[src/rtl/nibble_bus_arbiter.sv]
// Round-robin arbiter for the shared 8-to-1 nibble mux: grants one requester at a time,
// bounds each ownership to MAX_HOLD cycles and optionally inserts GAP_CYCLES idle cycles.
module nibble_bus_arbiter #(
  parameter int MAX_HOLD   = 4,
  parameter int GAP_CYCLES = 1
) (
  input  logic        clk,
  input  logic        rst_n,
  input  logic [7:0]  req,
  input  logic [31:0] din,
  output logic [7:0]  gnt,
  output logic [2:0]  sel,
  output logic        en_n,
  output logic [3:0]  q,
  output logic [3:0]  qn,
  output logic        busy
);

  localparam logic [3:0] HOLD_MAX = 4'(MAX_HOLD);
  localparam logic [1:0] GAP_LAST = 2'(GAP_CYCLES);

  typedef enum logic [1:0] {IDLE, GRANT, GAP} state_t;

  state_t      state_q, state_d;
  logic [7:0]  gnt_q, gnt_d;
  logic [2:0]  sel_q, sel_d;
  logic        en_n_q, en_n_d;
  logic        busy_q, busy_d;
  logic [2:0]  ptr_q, ptr_d;
  logic [3:0]  hold_q, hold_d;
  logic [1:0]  gapcnt_q, gapcnt_d;

  logic [2:0]  arb_ptr;
  logic        win_found;
  logic [2:0]  win_idx;
  logic        release_now;

  // Scanning from the far end lets the entry closest to p win without an early exit.
  function automatic logic [3:0] pick(input logic [7:0] r, input logic [2:0] p);
    logic [3:0] res;
    logic [2:0] idx;
    res = 4'b0;
    for (int k = 7; k >= 0; k--) begin
      idx = p + 3'(k);
      if (r[idx]) res = {1'b1, idx};
    end
    return res;
  endfunction

  // Only a release from GRANT arbitrates in the same edge, and then ptr is already sel+1.
  assign arb_ptr     = (state_q == GRANT) ? sel_q + 3'd1 : ptr_q;
  assign {win_found, win_idx} = pick(req, arb_ptr);
  assign release_now = !req[sel_q] || (hold_q == HOLD_MAX);

  always_comb begin
    state_d  = state_q;
    gnt_d    = gnt_q;
    sel_d    = sel_q;
    en_n_d   = en_n_q;
    busy_d   = busy_q;
    ptr_d    = ptr_q;
    hold_d   = hold_q;
    gapcnt_d = gapcnt_q;

    case (state_q)
      IDLE: begin
        if (win_found) begin
          state_d = GRANT;
          gnt_d   = 8'(1) << win_idx;
          sel_d   = win_idx;
          en_n_d  = 1'b0;
          busy_d  = 1'b1;
          hold_d  = 4'd1;
        end
      end

      GRANT: begin
        if (release_now) begin
          ptr_d = sel_q + 3'd1;
          if (GAP_CYCLES > 0) begin
            state_d  = GAP;
            gnt_d    = 8'h00;
            en_n_d   = 1'b1;
            busy_d   = 1'b1;
            hold_d   = 4'd0;
            gapcnt_d = 2'd1;
          end else if (win_found) begin
            state_d = GRANT;
            gnt_d   = 8'(1) << win_idx;
            sel_d   = win_idx;
            en_n_d  = 1'b0;
            busy_d  = 1'b1;
            hold_d  = 4'd1;
          end else begin
            state_d = IDLE;
            gnt_d   = 8'h00;
            en_n_d  = 1'b1;
            busy_d  = 1'b0;
            hold_d  = 4'd0;
          end
        end else begin
          hold_d = hold_q + 4'd1;
        end
      end

      GAP: begin
        if (gapcnt_q == GAP_LAST) begin
          gapcnt_d = 2'd0;
          if (win_found) begin
            state_d = GRANT;
            gnt_d   = 8'(1) << win_idx;
            sel_d   = win_idx;
            en_n_d  = 1'b0;
            busy_d  = 1'b1;
            hold_d  = 4'd1;
          end else begin
            state_d = IDLE;
            busy_d  = 1'b0;
          end
        end else begin
          gapcnt_d = gapcnt_q + 2'd1;
        end
      end

      default: begin
        state_d = IDLE;
        gnt_d   = 8'h00;
        en_n_d  = 1'b1;
        busy_d  = 1'b0;
      end
    endcase
  end

  always_ff @(posedge clk) begin
    if (!rst_n) begin
      state_q  <= IDLE;
      gnt_q    <= 8'h00;
      sel_q    <= 3'd0;
      en_n_q   <= 1'b1;
      busy_q   <= 1'b0;
      ptr_q    <= 3'd0;
      hold_q   <= 4'd0;
      gapcnt_q <= 2'd0;
    end else begin
      state_q  <= state_d;
      gnt_q    <= gnt_d;
      sel_q    <= sel_d;
      en_n_q   <= en_n_d;
      busy_q   <= busy_d;
      ptr_q    <= ptr_d;
      hold_q   <= hold_d;
      gapcnt_q <= gapcnt_d;
    end
  end

  assign gnt  = gnt_q;
  assign sel  = sel_q;
  assign en_n = en_n_q;
  assign busy = busy_q;
  assign q    = en_n_q ? 4'h0 : din[{sel_q, 2'b00} +: 4];
  assign qn   = ~q;

endmodule

[config.mk]
export PLATFORM = sky130hd
export DESIGN_NAME = nibble_bus_arbiter
export DESIGN_NICKNAME = d
export VERILOG_FILES = /design/src/rtl/nibble_bus_arbiter.sv
export SDC_FILE = /design/constraint.sdc
export NUM_CORES = 1
export LEC_CHECK = 0
export BUFFER_PORTS_ARGS = -buffer_cell sky130_fd_sc_hd__buf_2
export CAP_MARGIN = 20
export CORE_MARGIN = 3
export CORE_UTILIZATION = 55
export DETAILED_ROUTE_END_ITERATION = 8
export HOLD_SLACK_MARGIN = 0.12
export PLACE_DENSITY = 0.82
export SLEW_MARGIN = 15
export SYNTH_ARGS = -nofsm -noshare
export SYNTH_HDL_FRONTEND = slang
export SYNTH_SLANG_ARGS = --single-unit
[constraint.sdc]
create_clock -name clk -period 6.65 [get_ports clk]
set_input_delay 0.3325 -clock clk [delete_from_list [all_inputs] [get_ports clk]]
set_output_delay 0.3325 -clock clk [all_outputs]
set_load 0.01 [all_outputs]
# [Yosys cells after proc, flatten, opt, wreduce, memory -nomap -nowiden]
# Cells that the tools add are included.
# W data, S select, Z words.
[word_totals] reg_bits=24 in_bits=42 wordCells=104
[classes] add_sub_neg=10 magnitude_cmp=9 eq_ne=7 n_shift=2 mux=55 n_bitwise=1 reduce_logical=12
[ops] op="$mux W4" count=12
[ops] op="$lt A3 B4 Y1 const B" count=9
[ops] op="$shiftx A32 B6 Y4" count=1
[ops] op="$bmux W1 S3" count=9
[ops] op="$mux W8" count=3
[ops] op="$pmux W8 S3" count=1
[ops] op="$mux W1" count=16
[ops] op="$add A3 B3 Y3 const B" count=4
[ops] op="$pmux W4 S3" count=1
[ops] op="$mux W2" count=5
[ops] op="$reduce_and A2 Y1" count=5
[ops] op="$mux W3" count=3
[ops] op="$shl A1 B3 Y8 const A" count=1
[ops] op="$add A3 B1 Y3 const B" count=2
[ops] op="$add A3 B2 Y3 const B" count=2
[ops] op="$ne A2 B2 Y1 const B" count=3
[ops] op="$pmux W1 S3" count=2
[ops] op="$pmux W2 S3" count=1
[ops] op="$pmux W3 S2" count=1
[ops] op="$add A4 B1 Y4 const B" count=1
[ops] op="$eq A2 B1 Y1 const B" count=2
[ops] op="$eq A4 B3 Y1 const B" count=1
[ops] op="$not A4 Y4" count=1
[ops] op="$pmux W2 S2" count=1
[ops] op="other kinds (8)" count=9

# [Logic depth before layout (Yosys ltp)]
# Gate-level depths: netlist of run 1.
[logic_depth] depth_word=17 mapped_depth=18 mapped_depth_nobuf=13

# [Worst setup path before layout of run 1]
# Ideal clock, no wire load.
[synth_path] path_type="reg-to-reg" start="register state_q[0]" end="register gnt_q[0], in the netlist gnt[0]" setup_time_ps=60 arrival_time_ps=3833 required_time_ps=6590 setup_slack_ps=2757 path_stages_with_launch=15 n_path_buf=3 synth_period_minus_slack_ps=3893 path_cell_list="dfxtp_1 -> buf_2 -> nor2b_1 -> buf_4 -> mux2i_1 -> inv_1 -> clkbuf_1 -> ha_1 -> xnor2_2 -> mux4_2 -> nor3b_1 -> nor4b_1 -> o21ai_1 -> a211oi_2 -> a32o_1"
[synth_between] elab_chain_cells=17 word_cells_on_any_way=42
[synth_lines] element="start: declaration" line_no="24" rtl="state_t state_q, state_d;"
[synth_lines] element="start signal: assignment" line_no="145" rtl="state_q <= state_d;"
[synth_lines] element="$eq A2 B1 Y1" line_no="51, 65"
[synth_lines] element="$mux W3" line_no="51" rtl="assign arb_ptr = (state_q == GRANT) ? sel_q + 3'd1 : ptr_q;"
[synth_lines] element="$add A3 B3 Y3" line_no="44" rtl="idx = p + 3'(k);"
[synth_lines] element="$bmux W1 S3" line_no="45" rtl="if (r[idx]) res = {1'b1, idx};"
[synth_lines] element="$mux W1 (not written as such)" line_no="45"
[synth_lines] element="$mux W4 (8 in a row)" line_no="45"
[synth_lines] element="$shl A1 B3 Y8" line_no="69, 111"
[synth_lines] element="$mux W8" line_no="67, 109"
[synth_lines] element="$mux W8" line_no="107" rtl="if (gapcnt_q == GAP_LAST) begin"
[synth_lines] element="$pmux W8 S3" line_no="65" rtl="case (state_q)"
[synth_lines] element="end signal: assignment" line_no="146" rtl="gnt_q <= gnt_d;"
[synth_lines] element="end: declaration" line_no="25" rtl="logic [7:0] gnt_q, gnt_d;"
# Several ways; a longest one is shown, not always the timed one. The select of a mux whose other input is x is not followed.
# A chain may end at the register's enable or synchronous reset.

# [Final worst setup path of run 1]
[layout_path] start="register sel_q[0], in the netlist sel[0]" end="register gnt_q[0], in the netlist gnt[0]"
[layout_between] elab_chain_cells=17 word_cells_on_any_way=43
[layout_lines] element="start: declaration" line_no="26" rtl="logic [2:0] sel_q, sel_d;"
[layout_lines] element="start signal: assignment" line_no="147" rtl="sel_q <= sel_d;"
[layout_lines] element="$add A3 B1 Y3" line_no="51"
[layout_lines] element="$mux W3" line_no="51"
[layout_lines] element="$add A3 B3 Y3" line_no="44"
[layout_lines] element="$bmux W1 S3" line_no="45"
[layout_lines] element="$mux W1 (not written as such)" line_no="45"
[layout_lines] element="$mux W4 (8 in a row)" line_no="45"
[layout_lines] element="$shl A1 B3 Y8" line_no="69, 111"
[layout_lines] element="$mux W8" line_no="67, 109"
[layout_lines] element="$mux W8" line_no="107"
[layout_lines] element="$pmux W8 S3" line_no="65"
# Several ways; a longest one is shown, not always the timed one. The select of a mux whose other input is x is not followed.

==> impl_metrics.tcl, run 1 <==
set metrics [dict create \
    reg2reg_to "gnt[0]$_SDFFE_PN0P_" \
    worstReg2RegStart "sel[0]$_SDFFE_PN0P_" \
    vdd_ir_drop_max_uv 208.3 \
    powerDensity_nw_per_um2 445.0 \
    dieHeight_um 74.92 \
    dp_hpwl_mm 5.678 \
    stdcell_count 425 \
    tightest_slew_ns 1.024 \
    num_io_pins 63 \
    place_inst 421 \
    row_count 24 \
    cts_max_path_buffers 2 \
    numCtsBuffers 3 \
    drt_iter0_drc 244 \
    syn_area_um2 2613 \
    synthesis.nets 373 \
    arrival_ns 4.75 \
    cts_hold_buf 0 \
    htreeDepth 1 \
    async_flop_share_pct 0 \
    syn_to_final_growth_pct 13.27 \
    start_util_pct 58.39 \
    p_total_mw 1.317 \
    grt_usage_pct 25.21 \
    path_common_cell "ha_1" \
    critical_path_class "reg2reg" \
    setup.worst_path.end_class "register" \
    crit_fanout 23 \
    design_area_um2 2959 \
    layout.core_utilization_pct 66.14 \
    drt_pass1_iterations 6 \
    ant_nets 0 \
    reg2reg_depth 12 \
    grt_first_pass_wirelength_mm 11.23 \
    fmax_mhz 220.4 \
    ctsResizeCount 0 \
    setup-tns-final_ns 0 \
    ys_seq_area_share_pct 18.39 \
    synthCells 327 \
    synth.distinct_cells 61 \
    antenna_found_initial 0 \
    cp_slowest_cell "dfxtp_1" \
    outcome "complete, no violations" \
    period_minus_slack_ns 4.538 \
    max_stage_delay_ns 1.00 \
    num_vias 2780 \
    dieWidth_um 74.92 \
    ys_ff_latch 24 \
    finalHoldViolations 0 \
    crit_end "gnt[0]$_SDFFE_PN0P_" \
    fin_nets 420 \
    slew_viol_final 0 \
    cp.required_ns 6.86 \
    r2r_slack_ns 2.11 \
    antennaDiodeCount 0 \
    synth_warnings 0 \
    cts_tree "built" \
    max-cap-violations 0 \
    clk_pin_slew_ns 0.08 \
    avgSynthCellArea_um2 7.989 \
    cp_cell_sequence "ha_1, mux2i_1, buf_4, inv_1, ha_1, xnor2_2, mux4_2, nor3b_1, nor4b_1, o21ai_1, a211oi_2, a32o_1" \
    first_global_vias 2457 \
    relSlewSlack_pct 31.67 \
    port-buffer-count 62 \
    place.gp.congestion 0.9906 \
    p_leak_nw 1.262 \
    timing.final.crit_share_pct 68.24 \
    drt-total-wl_mm 7.328 \
    startpoint_type "register" \
    clk_latency_ns 0.26 \
    clock_sinks 24 \
    grt_max_degree 24 \
    synth_ff_type "dfxtp_1" \
    core_um2 4474 \
    viasPerCell 6.541 \
    crit_start "sel[0]$_SDFFE_PN0P_" \
    worst-path-stages 12 \
    cts-root-buf "clkbuf_8" \
    die-area_um2 5613 \
    wl_per_cell_um 17.24 \
    grt_overflow 0 \
    remaining_drc_errors 0 \
    place_area_um2 2904 \
    hold_class "in2reg" \
    clock_skew_ns 0.004005 \
    crit_family "flip-flops" \
    post_cts_buffers 0 \
    setup_viol_count_final 0 \
    synth_edf_count 0 \
    path_buf_inv 2 \
    rsz0062_at_grt "no" \
    drive_gt1_share_pct 26.01 \
]
==> through the flow <==
stage          hold WS [ns]  worst slack [ns]
2_1_floorplan        0.4472             2.757
3_3_place_gp         0.4406             2.252
3_5_place_dp         0.4467             2.130
4_1_cts              0.3624             2.125
5_1_grt              0.3611             1.663
6_report             0.3669             2.112
==> area by class of cell <==
class                      count  area (µm²)
tap                           52       65.06
sequential                    24       480.5
multi-input combinational    256        1943
timing repair buffer          63       317.8
fill                         405        1515
clock buffer                   4       55.05
inverter                      26       97.59
==> Yosys cell counts (2+ instances only) <==
cell type / number / share of area [%]
o221ai_1: 2 / 0.67
inv_1: 25 / 3.6
a31o_2: 2 / 0.67
dfxtp_1: 24 / 18
mux4_2: 14 / 12
o211ai_1: 4 / 1.1
xor2_1: 2 / 0.67
buf_4: 2 / 0.57
mux2_2: 3 / 1.3
a211oi_2: 2 / 0.96
a32o_1: 4 / 1.5
a211oi_1: 12 / 3.4
o32ai_1: 5 / 1.7
o21ai_0: 16 / 3.1
o21a_1: 7 / 2.0
nand2_1: 28 / 4.0
nand3_1: 9 / 1.7
mux2i_1: 16 / 6.1
nor4bb_1: 2 / 0.77
a21oi_1: 28 / 5.4
nor2_1: 24 / 3.4
a31oi_1: 4 / 0.96
and3_1: 3 / 0.72
clkbuf_1: 14 / 2.0
nand2b_1: 10 / 2.4
a32oi_1: 3 / 1.0
nor2b_1: 2 / 0.48
and2_1: 4 / 0.96
or2_2: 2 / 0.48
buf_2: 4 / 0.77
a21o_1: 8 / 2.3
xnor2_1: 2 / 0.67
o21ai_1: 3 / 0.57
nor3b_1: 2 / 0.57
ha_1: 4 / 1.9
nor3_1: 6 / 1.1
==> sequential cells by signal (all words and copies together) (netlist names) <==
| name | flops |
|---|---|
| hold_q | 4 |
| ptr_q | 3 |
| busy | 1 |
| gnt | 8 |
| gapcnt_q | 2 |
| state_q | 2 |
| sel | 3 |
| en_n | 1 |
==> kinds of logic (layout without fill, tap and decap cells) <==
| group | after synthesis | in the layout | synth area share [%] |
|---|---|---|---|
| AO/OA/AOI/OAI | 113 | 113 | 30.13 |
| XOR/XNOR | 5 | 5 | 1.964 |
| adder cells (fa/ha/maj) | 4 | 4 | 1.916 |
| buffers and inverters | 47 | 93 | 7.231 |
| flip-flops | 24 | 24 | 18.39 |
| multiplexers | 36 | 36 | 21.93 |
| AND/OR/NAND/NOR | 98 | 98 | 18.44 |
==> routing by layer <==
| layer | vias up | wire, µm | track usage [%] |
|---|---|---|---|
| li1 | 1320 | - | - |
| met5 | - | 0 | 0 |
| met2 | 160 | 3325 | 43.23 |
| met1 | 1283 | 3192 | 34.38 |
| met4 | 0 | 85 | 3.557 |
| met3 | 17 | 725 | 3.738 |
==> where the power goes <==
group	internal [mW]	total, mW	switching (mW)
clock	0.0528	0.0987	0.0458
sequential	0.178	0.241	0.0629
combinational	0.403	0.978	0.575
==> how the worst min path moves through the flow <==
stage / cells past startpoint / slack, ns / endpoint / from
4_1_cts: 2 / 0.36 / hold_q[0]$_SDFFE_PN0P_ / rst_n
3_5_place_dp: 2 / 0.45 / gnt[1]$_SDFFE_PN0P_ / gnt[1]$_SDFFE_PN0P_
6_report: 2 / 0.37 / hold_q[0]$_SDFFE_PN0P_ / rst_n
5_1_grt: 2 / 0.36 / hold_q[0]$_SDFFE_PN0P_ / rst_n
3_3_place_gp: 2 / 0.44 / gnt[5]$_SDFFE_PN0P_ / gnt[5]$_SDFFE_PN0P_
2_1_floorplan: 1 / 0.45 / gapcnt_q[1]$_SDFFE_PN0P_ / gapcnt_q[1]$_SDFFE_PN0P_
==> cell usage in the layout (no fill, tap or decap), types with 3 or more instances in the layout <==
cell type and n:
a32o_1 4, clkbuf_8 4, o21ai_0 16, inv_1 25, nand3_1 9, and2_1 4, o211ai_1 4, dfxtp_1 24
mux2_2 3, a31oi_1 4, o32ai_1 5, buf_2 62, and3_1 3, nor3_1 6, a21o_1 8, o21ai_1 3
nand2_1 28, a21oi_1 28, nand2b_1 10, o21a_1 7, ha_1 4, mux4_2 14, a211oi_1 12, mux2i_1 16
nor2_1 24, a32oi_1 3
Power figures use the tool's default switching activity.
==> run 2: changes to the inputs <==
==> constraint.sdc (replaced) <==
create_clock -name clk -period 4.2 [get_ports clk]
set_input_delay 0.21 -clock clk [delete_from_list [all_inputs] [get_ports clk]]
set_output_delay 0.21 -clock clk [all_outputs]
set_load 0.01 [all_outputs]
==> run 2 against run 1 <==
Effect of this change:
- setup slack worse by 1.6 ns
- clock-buffer cell count decreased by 1
- clock power grew 100%
- highest routed layer unchanged
- worst hold slack got worse by 0.13 ns
- routed wire length up 1.4%
- die area unchanged
==> impl_metrics.tcl, run 2 (synthesis results as in run 1) <==
set metrics [dict create \
    core_um2 4474 \
    r2r_slack_ns 0.47 \
    num_io_pins 63 \
    slew_viol_final 0 \
    period_minus_slack_ns 3.731 \
    grt_usage_pct 26.26 \
    mostFrequentLayoutCell "buf_2" \
    place.gp.congestion 1.053 \
    startpoint_type "register" \
    hold_depth 2 \
    drt-total-wl_mm 7.433 \
    setup_viol_count_final 0 \
    crit_fanout 13 \
    ant_nets 0 \
    cts_max_path_buffers 2 \
    fin_nets 429 \
    remaining_drc_errors 0 \
    finalHoldViolations 0 \
    dieWidth_um 74.92 \
    holdPathEnd "hold_q[0]$_SDFFE_PN0P_" \
    tightest_slew_ns 0.6133 \
    design_area_um2 3043 \
    cp_slowest_cell "mux4_2" \
    cp.required_ns 4.41 \
    arrival_ns 3.94 \
    clk_latency_ns 0.26 \
    cp_cell_sequence "buf_4, nor3b_1, buf_4, a21oi_4, inv_2, ha_1, xnor2_2, mux4_2, nor3b_1, nor4b_1, o21ai_1, a211oi_2, a32o_1" \
    nFillCells 372 \
    htreeDepth 1 \
    num_vias 2843 \
    p_leak_nw 1.314 \
    dieHeight_um 74.92 \
    setup.worst_path.end_class "register" \
    cts_hold_buf 0 \
    numCtsBuffers 3 \
    antennaDiodeCount 0 \
    wl_per_cell_um 17.13 \
    grt_max_degree 18 \
    clock_sinks 24 \
    start_util_pct 58.39 \
    powerDensity_nw_per_um2 715.6 \
    seqPwrFrac_pct 16.0 \
    row_count 24 \
    viasPerCell 6.551 \
    layout_common_cells "buf_2 (62), nand2_1 (28), a21oi_1 (28)" \
    max_stage_delay_ns 0.62 \
    ctsResizeCount 0 \
    switchingPower_mw 1.096 \
    timing.final.crit_share_pct 88.83 \
    cts-root-buf "clkbuf_8" \
    outcome "complete, no violations" \
    drt_iter0_drc 305 \
    post_cts_buffers 0 \
    first_global_vias 2586 \
    clock_skew_ns 0.001629 \
    cts_tree "built" \
    max-cap-violations 0 \
    port-buffer-count 62 \
    drt_pass1_iterations 5 \
    fmax_mhz 268.0 \
    reg2reg_to "gnt[0]$_SDFFE_PN0P_" \
    relSlewSlack_pct 58.87 \
    swShare_pct 50.34 \
    vdd_ir_drop_max_uv 451.6 \
    dp_hpwl_mm 5.679 \
    grt_overflow 0 \
    largest_reg_flops 8 \
    critical_path_class "reg2reg" \
    rsz0062_at_grt "no" \
    worstReg2RegStart "sel[0]$_SDFFE_PN0P_" \
    clk_pin_slew_ns 0.08 \
    antenna_found_initial 0 \
    intPower_mw 1.081 \
    place_area_um2 2972 \
    grt_first_pass_wirelength_mm 11.63 \
    die-area_um2 5613 \
    hold_class "in2reg" \
    drive_gt1_share_pct 27.75 \
    clock_power_share_pct 9.2 \
    reg2reg_depth 13 \
    hold_path.startpoint "rst_n" \
    p_comb_share_pct 74.9 \
    setup-tns-final_ns 0 \
    syn_to_final_growth_pct 16.48 \
]
## run 2: changes by cell type in the layout (fill, tap and decap cells not counted)
| cell | before | now |
|---|---|---|
| buf_4 | 1 | 10 |
| clkbuf_8 | 4 | 3 |
| bufinv_16 | 0 | 1 |
## run 2: worst max-delay path by stage
stage | to | cells after the start | slack [ns] | start
after global placement | gnt[6]$_SDFFE_PN0P_ | 13 | 0.68 | sel[0]$_SDFFE_PN0P_
after CTS | gnt[0]$_SDFFE_PN0P_ | 13 | 0.54 | sel[0]$_SDFFE_PN0P_
after detailed placement | gnt[0]$_SDFFE_PN0P_ | 13 | 0.58 | sel[0]$_SDFFE_PN0P_
after floorplan | gnt[0]$_SDFFE_PN0P_ | 14 | 0.31 | state_q[0]$_SDFFE_PN0P_
final | gnt[0]$_SDFFE_PN0P_ | 13 | 0.47 | sel[0]$_SDFFE_PN0P_
after global routing | gnt[0]$_SDFFE_PN0P_ | 13 | 0.24 | sel[0]$_SDFFE_PN0P_
## run 2: power groups by stage
stage	Combinational [mW]	Clock [mW]	Sequential (mW)
6_report	1.63	0.199	0.348
2_1_floorplan	1.22	0	0.341
3_3_place_gp	1.57	0	0.349
5_1_grt	1.77	0.211	0.356
4_1_cts	1.60	0.201	0.347
3_5_place_dp	1.59	0	0.351
## run 2: layout make-up
class	instances	area [µm²]	area share, %
Multi-Input combinational cell	256	1943	63.86
Sequential cell	24	480.5	15.79
Timing Repair Buffer	72	385.4	12.66
Inverter	26	97.59	3.207
Tap cell	52	65.06	2.138
Clock buffer	3	41.29	1.357
Clock inverter	1	30.03	0.9868
## run 2: through the flow
stage	hold slack [ns]	instances	total power [mW]	utilization, %	setup WS, ns
finish	0.2376	434	2.178	68.01	0.4692
global route	0.2535	434	2.341	68.01	0.2439
CTS	0.2367	434	2.148	68.01	0.5438
detailed placement	0.4464	430	1.938	66.42	0.5757
global placement	0.4399	430	1.915	66.42	0.6758
floorplan	0.4472	327	1.560	-	0.3065
## run 2: worst max-delay path: cells and delay by family, from the launching register on
kind,cells,cell delay (ns)
simple gates,3,0.53
xor+xnor,1,0.39
mux,1,0.62
buf+inv,3,0.44
compound gates,4,1.04
flops,1,0.36
fa+ha+maj,1,0.28
## run 2: layer usage
metal  wire length [µm]  track usage [%]
met2               3419            43.71
met4                165            7.708
met5                  0                0
met3                742            5.607
met1               3105            34.18
==> run 3: changes to the inputs <==
--- a/config.mk
+++ b/config.mk
@@ -7,11 +7,13 @@
 export LEC_CHECK = 0
 export BUFFER_PORTS_ARGS = -buffer_cell sky130_fd_sc_hd__buf_2
 export CAP_MARGIN = 20
+export CELL_PAD_IN_SITES_DETAIL_PLACEMENT = 0
+export CELL_PAD_IN_SITES_GLOBAL_PLACEMENT = 1
 export CORE_MARGIN = 3
-export CORE_UTILIZATION = 55
+export CORE_UTILIZATION = 40
 export DETAILED_ROUTE_END_ITERATION = 8
 export HOLD_SLACK_MARGIN = 0.12
-export PLACE_DENSITY = 0.82
+export PLACE_DENSITY_LB_ADDON = 0.1
 export SLEW_MARGIN = 15
 export SYNTH_ARGS = -nofsm -noshare
 export SYNTH_HDL_FRONTEND = slang
==> run 3 against run 2 <==
Effect of this change:
- clock power down 22%
- combinational power about the same
- clock-buffer cell count increased by 1
- setup slack better by 0.087 ns
- via count down 2.2%
- register-to-register slack improved by 0.09 ns
- core utilization is 18 points lower
- sequential share of layout area decreased by 0.18 points
- worst hold slack better by 0.014 ns
- fmax grew 2.4%
- clock skew up 0.0025 ns
==> impl_metrics.tcl, run 3 (synthesis results as in run 1) <==
set metrics [dict create \
    design_area_um2 3078 \
    grt_overflow 0 \
    clk_latency_ns 0.26 \
    viasPerCell 6.046 \
    seqPwrFrac_pct 15.5 \
    swShare_pct 50.96 \
    slew_viol_final 0 \
    drt_iter0_drc 220 \
    outcome "complete, no violations" \
    critical_path_class "reg2reg" \
    port-buffer-count 62 \
    grt_max_degree 18 \
    cts_max_path_buffers 2 \
    drive_gt1_share_pct 28.31 \
    core_um2 6131 \
    crit_family "compound AO/OA/AOI/OAI gates" \
    num_io_pins 63 \
    timing.final.crit_share_pct 86.77 \
    numCtsBuffers 3 \
    clock_skew_ns 0.004126 \
    drt_pass1_iterations 4 \
    rsz0062_at_grt "no" \
    dieHeight_um 86.82 \
    setup-tns-final_ns 0 \
    intPower_mw 1.054 \
    p_leak_nw 1.322 \
    clock_sinks 24 \
    p_comb_share_pct 77.3 \
    setup.worst_path.end_class "register" \
    syn_to_final_growth_pct 17.82 \
    relSlewSlack_pct 57.20 \
    max-cap-violations 0 \
    cp_cell_sequence "nand2b_1, a21oi_4, inv_2, ha_1, xnor2_2, mux4_2, nor3b_1, nor4b_1, o21ai_1, a211oi_2, a32o_1" \
    mostFrequentLayoutCell "buf_2" \
    vdd_ir_drop_max_uv 332.7 \
    clk_pin_slew_ns 0.08 \
    ctsResizeCount 0 \
    max_stage_delay_ns 0.62 \
    hold_class "in2reg" \
    num_vias 2781 \
    grt_usage_pct 21.07 \
    period_minus_slack_ns 3.644 \
    arrival_ns 3.86 \
    finalHoldViolations 0 \
    path_buf_inv 1 \
    crit_fanout 12 \
    dieWidth_um 86.82 \
    fmax_mhz 274.4 \
    layout.core_utilization_pct 50.20 \
    cts_tree "built" \
    cts_hold_buf 0 \
    htreeDepth 1 \
    setup_viol_count_final 0 \
    dp_hpwl_mm 6.325 \
    place.gp.congestion 0.9421 \
    largest_reg_flops 8 \
    layout_common_cells "buf_2 (62), nand2_1 (28), a21oi_1 (28)" \
    cts-root-buf "clkbuf_8" \
    startpoint_type "register" \
    first_global_vias 2535 \
    antenna_found_initial 0 \
    die-area_um2 7537 \
    grt_first_pass_wirelength_mm 12.75 \
    drt-total-wl_mm 7.987 \
    remaining_drc_errors 0 \
    powerDensity_nw_per_um2 698.1 \
    place_area_um2 3023 \
    cp.required_ns 4.41 \
    post_cts_buffers 0 \
    switchingPower_mw 1.095 \
    wl_per_cell_um 17.36 \
    ant_nets 0 \
    row_count 28 \
    start_util_pct 42.61 \
    fin_nets 432 \
    tightest_slew_ns 0.6381 \
    cp_slowest_cell "mux4_2" \
    clock_power_share_pct 7.3 \
    antennaDiodeCount 0 \
]
## run 3: changes by cell type in the layout (fill, tap and decap cells not counted), sizes merged
cell	previous run	this run
buf	72	75
clkbuf	3	4
bufinv	1	0
## run 3: metrics by stage
| step | instances | power [mW] | hold slack, ns | setup WS, ns |
|---|---|---|---|---|
| finish | 460 | 2.149 | 0.2518 | 0.5558 |
| global route | 460 | 2.331 | 0.2432 | 0.3036 |
| CTS | 460 | 2.146 | 0.2459 | 0.5623 |
| detailed placement | 456 | 1.981 | 0.4470 | 0.5738 |
| global placement | 456 | 1.988 | 0.4403 | 0.6385 |
| floorplan | 327 | 1.560 | 0.4472 | 0.3065 |
## run 3: power groups by stage
stage	sequential (mW)	combinational, mW	clock [mW]
final	0.332	1.66	0.156
after global routing	0.343	1.82	0.171
after CTS	0.333	1.65	0.160
after detailed placement	0.337	1.64	0
after global placement	0.336	1.65	0
after floorplan	0.341	1.22	0
## run 3: area by class of cell
class / instances / area (µm²)
timing repair buffer: 75 / 407.9
multi-input combinational: 256 / 1943
sequential: 24 / 480.5
inverter: 26 / 97.59
clock buffer: 4 / 55.05
fill: 607 / 3053
tap: 75 / 93.84
## run 3: worst paths after layout
| check | from | depth (start not counted) | end | slack [ns] |
|---|---|---|---|---|
| setup / recovery | state_q[0]$_SDFFE_PN0P_ | 11 | gnt[6]$_SDFFE_PN0P_ | 0.56 |
| hold / removal | rst_n | 2 | hold_q[0]$_SDFFE_PN0P_ | 0.25 |
| setup reg to reg | state_q[0]$_SDFFE_PN0P_ | 11 | gnt[6]$_SDFFE_PN0P_ | 0.56 |
| hold reg to reg | gnt[3]$_SDFFE_PN0P_ | 2 | gnt[3]$_SDFFE_PN0P_ | 0.46 |
## run 3: layer usage
layer  global-route usage, %  up-vias  wire length [µm]
met2                   32.37      121              3496
met4                   3.541        0                76
li1                        -     1342                 -
met5                       0        -                 0
met1                   31.29     1311              3753
met3                   3.517        7               661
## run 3: worst reg2reg max path, stage by stage, from the launching register on
cell	delay, ns
dfxtp_1	0.55
nand2b_1	0.18
a21oi_4	0.38
inv_2	0.07
ha_1	0.28
xnor2_2	0.37
mux4_2	0.62
nor3b_1	0.17
nor4b_1	0.27
o21ai_1	0.16
a211oi_2	0.34
a32o_1	0.22
